### src/rtl/serial_rx_if.sv
// Byte output channel of the UART receiver: data plus digit decode, valid/ready handshake.
interface serial_rx_if #(
    parameter int unsigned SERIAL_DATA_SIZE = 8
);
    logic [SERIAL_DATA_SIZE-1:0] o_data;
    logic                        o_valid;
    logic                        i_ready;
    logic [3:0]                  o_digit;
    logic                        o_is_digit;

    modport master (
        output o_data, o_valid, o_digit, o_is_digit,
        input  i_ready
    );

    modport slave (
        input  o_data, o_valid, o_digit, o_is_digit,
        output i_ready
    );
endinterface

### src/rtl/serial_rx.sv
// 8N1 UART receiver with 8x-prescaled mid-bit sampling, valid/ready byte register and ASCII digit decode.
// Optional even parity bit enabled by defining SERIAL_RX_PARITY_EN.
module serial_rx #(
    parameter int unsigned SERIAL_DATA_SIZE   = 8,
    parameter int unsigned UART_PRESCALE      = 1302,
    parameter int unsigned UART_PRESCALE_SIZE = 16
) (
    input  logic        i_clock,
    input  logic        i_reset,
    input  logic        i_serial,
    serial_rx_if.master o_rx,
    output logic        o_busy,
    output logic        o_frame_error,
    output logic        o_overrun,
    output logic        o_parity_error
);
    localparam int unsigned CW = UART_PRESCALE_SIZE + 3;
    localparam int unsigned IW = (SERIAL_DATA_SIZE > 1) ? $clog2(SERIAL_DATA_SIZE) : 1;
    localparam logic [CW-1:0] BIT_M1   = CW'(8 * UART_PRESCALE - 1);
    localparam logic [CW-1:0] HALF_M1  = CW'(4 * UART_PRESCALE - 1);
    localparam logic [IW-1:0] LAST_IDX = IW'(SERIAL_DATA_SIZE - 1);

    typedef enum logic [2:0] {
        S_IDLE,
        S_START,
        S_DATA,
`ifdef SERIAL_RX_PARITY_EN
        S_PARITY,
`endif
        S_STOP,
        S_WAIT_HIGH
    } state_t;

    state_t                      r_state, w_state_next;
    logic                        r_sync1, r_rx_s;
    logic [CW-1:0]               r_cnt, w_cnt_next;
    logic [IW-1:0]               r_idx, w_idx_next;
    logic [SERIAL_DATA_SIZE-1:0] r_shift, w_shift_next;
    logic                        r_done, w_done;
    logic                        r_ferr, w_ferr;
    logic                        w_cnt_zero;
    logic [SERIAL_DATA_SIZE-1:0] r_data;
    logic                        r_valid, r_is_digit, r_overrun;
    logic [3:0]                  r_digit;
    logic                        w_is_digit;
    logic [3:0]                  w_digit;
`ifdef SERIAL_RX_PARITY_EN
    logic                        r_par_bit, w_par_next;
    logic                        r_perr, w_perr;
    logic                        w_par_bad;
    assign w_par_bad = (^r_shift) ^ r_par_bit;
`endif

    assign w_cnt_zero = (r_cnt == '0);

    always_ff @(posedge i_clock) begin
        if (i_reset) begin
            r_sync1 <= 1'b1;
            r_rx_s  <= 1'b1;
            r_state <= S_IDLE;
            r_cnt   <= '0;
            r_idx   <= '0;
            r_shift <= '0;
            r_done  <= 1'b0;
            r_ferr  <= 1'b0;
`ifdef SERIAL_RX_PARITY_EN
            r_par_bit <= 1'b0;
            r_perr    <= 1'b0;
`endif
        end else begin
            r_sync1 <= i_serial;
            r_rx_s  <= r_sync1;
            r_state <= w_state_next;
            r_cnt   <= w_cnt_next;
            r_idx   <= w_idx_next;
            r_shift <= w_shift_next;
            r_done  <= w_done;
            r_ferr  <= w_ferr;
`ifdef SERIAL_RX_PARITY_EN
            r_par_bit <= w_par_next;
            r_perr    <= w_perr;
`endif
        end
    end

    always_comb begin
        w_state_next = r_state;
        w_cnt_next   = r_cnt;
        w_idx_next   = r_idx;
        w_shift_next = r_shift;
        w_done       = 1'b0;
        w_ferr       = 1'b0;
`ifdef SERIAL_RX_PARITY_EN
        w_par_next   = r_par_bit;
        w_perr       = 1'b0;
`endif
        case (r_state)
            S_IDLE: begin
                if (!r_rx_s) begin
                    w_state_next = S_START;
                    w_cnt_next   = HALF_M1;
                end
            end
            S_START: begin
                if (!w_cnt_zero) begin
                    w_cnt_next = r_cnt - 1'b1;
                end else if (r_rx_s) begin
                    w_state_next = S_IDLE;
                end else begin
                    w_state_next = S_DATA;
                    w_cnt_next   = BIT_M1;
                    w_idx_next   = '0;
                end
            end
            S_DATA: begin
                if (!w_cnt_zero) begin
                    w_cnt_next = r_cnt - 1'b1;
                end else begin
                    w_shift_next = {r_rx_s, r_shift[SERIAL_DATA_SIZE-1:1]};
                    w_cnt_next   = BIT_M1;
                    if (r_idx == LAST_IDX) begin
`ifdef SERIAL_RX_PARITY_EN
                        w_state_next = S_PARITY;
`else
                        w_state_next = S_STOP;
`endif
                    end else begin
                        w_idx_next = r_idx + 1'b1;
                    end
                end
            end
`ifdef SERIAL_RX_PARITY_EN
            S_PARITY: begin
                if (!w_cnt_zero) begin
                    w_cnt_next = r_cnt - 1'b1;
                end else begin
                    w_par_next   = r_rx_s;
                    w_cnt_next   = BIT_M1;
                    w_state_next = S_STOP;
                end
            end
`endif
            S_STOP: begin
                if (!w_cnt_zero) begin
                    w_cnt_next = r_cnt - 1'b1;
                end else begin
`ifdef SERIAL_RX_PARITY_EN
                    w_perr = w_par_bad;
                    w_done = r_rx_s && !w_par_bad;
`else
                    w_done = r_rx_s;
`endif
                    w_ferr       = !r_rx_s;
                    w_state_next = r_rx_s ? S_IDLE : S_WAIT_HIGH;
                end
            end
            S_WAIT_HIGH: begin
                if (r_rx_s) w_state_next = S_IDLE;
            end
            default: w_state_next = S_IDLE;
        endcase
    end

    assign w_is_digit = (r_shift >= SERIAL_DATA_SIZE'(48)) && (r_shift <= SERIAL_DATA_SIZE'(57));
    assign w_digit    = w_is_digit ? 4'(r_shift - SERIAL_DATA_SIZE'(48)) : 4'd0;

    // Completion is registered one cycle behind the stop sample, so the handshake sees a settled byte.
    always_ff @(posedge i_clock) begin
        if (i_reset) begin
            r_data     <= '0;
            r_valid    <= 1'b0;
            r_digit    <= '0;
            r_is_digit <= 1'b0;
            r_overrun  <= 1'b0;
        end else begin
            r_overrun <= 1'b0;
            if (r_done) begin
                if (!r_valid || o_rx.i_ready) begin
                    r_data     <= r_shift;
                    r_digit    <= w_digit;
                    r_is_digit <= w_is_digit;
                    r_valid    <= 1'b1;
                end else begin
                    r_overrun <= 1'b1;
                end
            end else if (r_valid && o_rx.i_ready) begin
                r_valid <= 1'b0;
            end
        end
    end

    assign o_rx.o_data     = r_data;
    assign o_rx.o_valid    = r_valid;
    assign o_rx.o_digit    = r_digit;
    assign o_rx.o_is_digit = r_is_digit;
    assign o_busy          = (r_state != S_IDLE);
    assign o_frame_error   = r_ferr;
    assign o_overrun       = r_overrun;
`ifdef SERIAL_RX_PARITY_EN
    assign o_parity_error  = r_perr;
`else
    assign o_parity_error  = 1'b0;
`endif
endmodule

### src/flat_wrapper.sv
// flat-port wrapper written by rule: the top's interface ports become plain ports
module serial_rx_flat 
#(
    parameter int unsigned SERIAL_DATA_SIZE   = 8,
    parameter int unsigned UART_PRESCALE      = 1302,
    parameter int unsigned UART_PRESCALE_SIZE = 16
)
  (i_clock, i_reset, i_serial, o_busy, o_frame_error, o_overrun, o_parity_error, o_rx_o_data, o_rx_o_valid, o_rx_o_digit, o_rx_o_is_digit, o_rx_i_ready);
  serial_rx_if #(.SERIAL_DATA_SIZE(SERIAL_DATA_SIZE)) o_rx_i ();
  input  logic i_clock;
  input  logic i_reset;
  input  logic i_serial;
  output logic o_busy;
  output logic o_frame_error;
  output logic o_overrun;
  output logic o_parity_error;
  output wire logic [$bits(o_rx_i.o_data)-1:0] o_rx_o_data;
  output wire logic [$bits(o_rx_i.o_valid)-1:0] o_rx_o_valid;
  output wire logic [$bits(o_rx_i.o_digit)-1:0] o_rx_o_digit;
  output wire logic [$bits(o_rx_i.o_is_digit)-1:0] o_rx_o_is_digit;
  input wire logic [$bits(o_rx_i.i_ready)-1:0] o_rx_i_ready;
  assign o_rx_o_data = o_rx_i.o_data;
  assign o_rx_o_valid = o_rx_i.o_valid;
  assign o_rx_o_digit = o_rx_i.o_digit;
  assign o_rx_o_is_digit = o_rx_i.o_is_digit;
  assign o_rx_i.i_ready = o_rx_i_ready;
  serial_rx #(.SERIAL_DATA_SIZE(SERIAL_DATA_SIZE), .UART_PRESCALE(UART_PRESCALE), .UART_PRESCALE_SIZE(UART_PRESCALE_SIZE)) u_core (.i_clock(i_clock), .i_reset(i_reset), .i_serial(i_serial), .o_rx(o_rx_i), .o_busy(o_busy), .o_frame_error(o_frame_error), .o_overrun(o_overrun), .o_parity_error(o_parity_error));
endmodule
### config.mk
export PLATFORM = sky130hd
export DESIGN_NAME = serial_rx_flat
export DESIGN_NICKNAME = d
export VERILOG_FILES = /design/src/rtl/serial_rx_if.sv /design/src/rtl/serial_rx.sv /design/src/flat_wrapper.sv
export SDC_FILE = /design/constraint.sdc
export NUM_CORES = 1
export LEC_CHECK = 0
export BUFFER_PORTS_ARGS = -buffer_cell sky130_fd_sc_hd__buf_2
export CAP_MARGIN = 20
export CORE_ASPECT_RATIO = 0.6
export CORE_MARGIN = 4
export CORE_UTILIZATION = 58
export DETAILED_ROUTE_END_ITERATION = 10
export PLACE_DENSITY_LB_ADDON = 0.1
export REMOVE_ABC_BUFFERS = 1
export SYNTH_ARGS = -nofsm -noshare
export SYNTH_HDL_FRONTEND = slang
export SYNTH_SLANG_ARGS = --single-unit
### constraint.sdc
create_clock -name i_clock -period 2.8 [get_ports i_clock]
set_input_delay 0.42 -clock i_clock [delete_from_list [all_inputs] [get_ports i_clock]]
set_output_delay 0.42 -clock i_clock [all_outputs]
set_load 0.05 [all_outputs]
==> key figures <==
STA
  • Slew Viols, Final: 0
  • Final min period: around 2300 ps
  • Unrepaired setup endpoints after global routing: false
  • Slew margin rel.: 48.9%
  • Fin Clk Skew: 12.6 ps
  • Slew @ Worst Pin: 766 ps
  • Final hold slack: 289 ps
  • Final Hold Vio Count: 0
  • Period utilization: 80.6%
  • Fmax: 443 MHz
  • Final setup violation count: 0
  • Total negative setup slack: 0 ps

Logic synthesis
  • #FFs+latches synth: 52
  • Ys Warns: 0
  • Syn_area_per_cell: 8.09 µm²
  • Synth unique cells: 49
  • Most common flop cell mapped by yosys: dfxtp_1
  • Yosys top cell area share: between 40% and 50%
  • Mapped Area: 2400 µm²
  • Area leader, netlist: dfxtp_1
  • EDFF count, synth: 0
  • Post-Syn Instances: 297
  • Sequential share of the synthesized area: 43.3%
  • Synth area leaders: dfxtp_1 43%, nand2_1 8.0%, a21oi_1 7.9%
  • FFs w/ async S/R, synth: 0%

Clock tree
  • Worst-Skew Late Latency: 310 ps
  • Post-CTS sizing: 0
  • Hold_buf cts: 0
  • Clock Tree Root: clkbuf_8
  • Clk sinks: between 50 and 60
  • CTS tree: done
  • Post-CTS setup buffer count: 0
  • TritonCTS buffer count: 5
  • Clock Tree Buf Depth: 2
  • H-tree Lvls: 2
  • Clock edge transition at the registers on the reported setup and hold paths: 100 ps

Global routing
  • Largest net degree at the start of global routing: 45
  • Total track usage: 21.7%
  • Vias in the first global route: 1873
  • Initial antenna violation count: 0
  • Final global-route overflow total: 0
  • First-pass GRT wire length: 9.18 mm

Floorplan
  • I/O Pins: 22
  • Die area: 5270 µm²
  • # rows: 17
  • Core Region: roughly 3800 µm²
  • Starting density of the core: 62.8%
  • DIE WIDTH: a little over 90 µm
  • Die Y: ~58 µm

Critical path
  • Worst path slowest cell: or4b_4
  • Max stage delay on crit path: about 480 ps
  • Crit. Startpoint: u_core.r_cnt[0]
  • Crit path max-delay family: simple AND/OR/NAND/NOR gates
  • Element type at the critical path start: flop
  • CP Data Required Time: slightly above 3000 ps
  • WP data arrival: ~2500 ps
  • Flop2flop setup slack: 540 ps
  • Worst Setup End Kind: flop
  • Crit path kind: reg -> reg
  • Critical-path cell list: inv_1 > ha_1 > or4b_4 > nor2_4 > and2_4 > nand3_4 > or4_1 > a21oi_1
  • CP Buf/Inv Count: 1
  • Reg2reg start: u_core.r_cnt[0]
  • CP max FO: 17

Final layout
  • Ant diodes: 0
  • Layout area overhead: 10.2%
  • Finished Cell Area: 2650 µm²
  • Share of post-route cells with drive strength above 1: ~16%
  • Register area: 1040 µm²
  • Nets: 320
  • Fillers: 326
  • Area of the multi-input gates: about 1200 µm²

Placed design
  • Dpl hpwl: 3.88 mm
  • Placer congestion estimate: about 0.91
  • Buffers on Ports: 20
  • Area of placed instances: approximately 2500 µm²

Pwr
  • Max IR drop VDD: 0.803 mV
  • Lkg Pwr: just over 1 nW
  • Power Total: 0.00323 W
  • Pwr/cell area: 1220 nW/µm²

Drt
  • Detailed Route Iter0 Violations: 224
  • Vias per cell: between 5 and 6
  • Drt pass-1 iters: 5
  • Final ANT Viol Nets: 0
  • Vias after detailed routing: 2154
  • Remaining DRCs: 0
  • Drt total wl: ~5.4 mm
  • Routed WL per cell: about 15 µm

Run
  • MaxCap Viol Count: 0

Min path
  • Min-delay src: i_serial
  • Worst Hold Class: in -> reg

Outcome
  • Status: completed
[cells by family (layout without fill, tap and decap cells)]
group                      Yosys count  after routing  share of synthesized area (%)
AOI/OAI and AO/OA                   72             72                           18.1
xor gates and xnor gates             7              7                           2.55
adders and majority gates            4              4                           2.08
buffers and inverters               26             42                           5.10
DFF                                 52             52                           43.3
muxes                                1              1                          0.416
other                                1              1                          0.156
and+or+nand+nor                    134            134                           28.3
[Yosys cell counts, drive strengths merged, types with 4 or more instances]
library cell   n
buf            8
nand2         51
dfxtp         52
nor3          12
a21oi         38
or4            5
or2            4
nor2          32
inv            9
xnor2          4
o21ai         10
nand3         13
a211oi         6
ha             4
nor4           5
clkbuf         9
[metrics by stage]
| step | util, % | worst slack [ps] | cells |
|---|---|---|---|
| floorplan | - | 713 | 280 |
| global placement | 65.6 | 655 | 352 |
| finish | 69.2 | 542 | 360 |
| CTS | 69.2 | 535 | 360 |
| detailed placement | 65.6 | 564 | 352 |
| global route | 69.2 | 391 | 360 |
[worst paths after layout]
kind	cells past startpoint	to
setup reg to reg	8	u_core.r_idx[0]
hold reg to reg	1	u_core.r_rx_s
hold / removal	2	u_core.r_sync1
setup / recovery	8	u_core.r_idx[0]
[layout make-up]
class                           instances  share of cell area (%)
Multi-Input combinational cell        219                    46.8
Clock buffer                            5                    2.60
Tap cell                               47                    2.22
Clock inverter                          3                    2.60
Sequential cell                        52                    39.3
Timing Repair Buffer                   25                    5.20
Inverter                                9                    1.28
[state kept, by name, indices dropped and copies added, names as in the netlist, 3 cells and up]
register             flops
u_core.r_shift           8
u_core.r_cnt            19
u_core.o_rx.o_digit      4
u_core.o_rx.o_data       8
u_core.r_idx             3
u_core.r_state           3
[metal layers]
layer	wire length [µm]	vias to the layer above	track usage, %
li1	-	1064	-
met1	2700	988	32.8
met2	2080	96	29.0
met3	532	6	7.65
met4	62	0	4.94
met5	0	-	0
[placed cells by master, fill, tap and decap left out, drive strengths merged, types with 2 or more instances in the layout]
master	n
nor3	12
a21oi	38
nand3	13
a211oi	6
or2	4
a21boi	2
bufinv	2
inv	10
a21o	3
a311oi	2
xnor2	4
dfxtp	52
or3	3
and2	2
ha	4
o21ai	10
nor4	5
buf	25
xor2	3
clkbuf	5
nand2	51
nor2	32
or4	5
nor4b	2
[power by group]
part           switching [W]  internal [W]
combinational       0.000977      0.000612
sequential          0.000169      0.000861
clock               0.000250      0.000360
No activity file was read; power rests on OpenSTA's default activity.
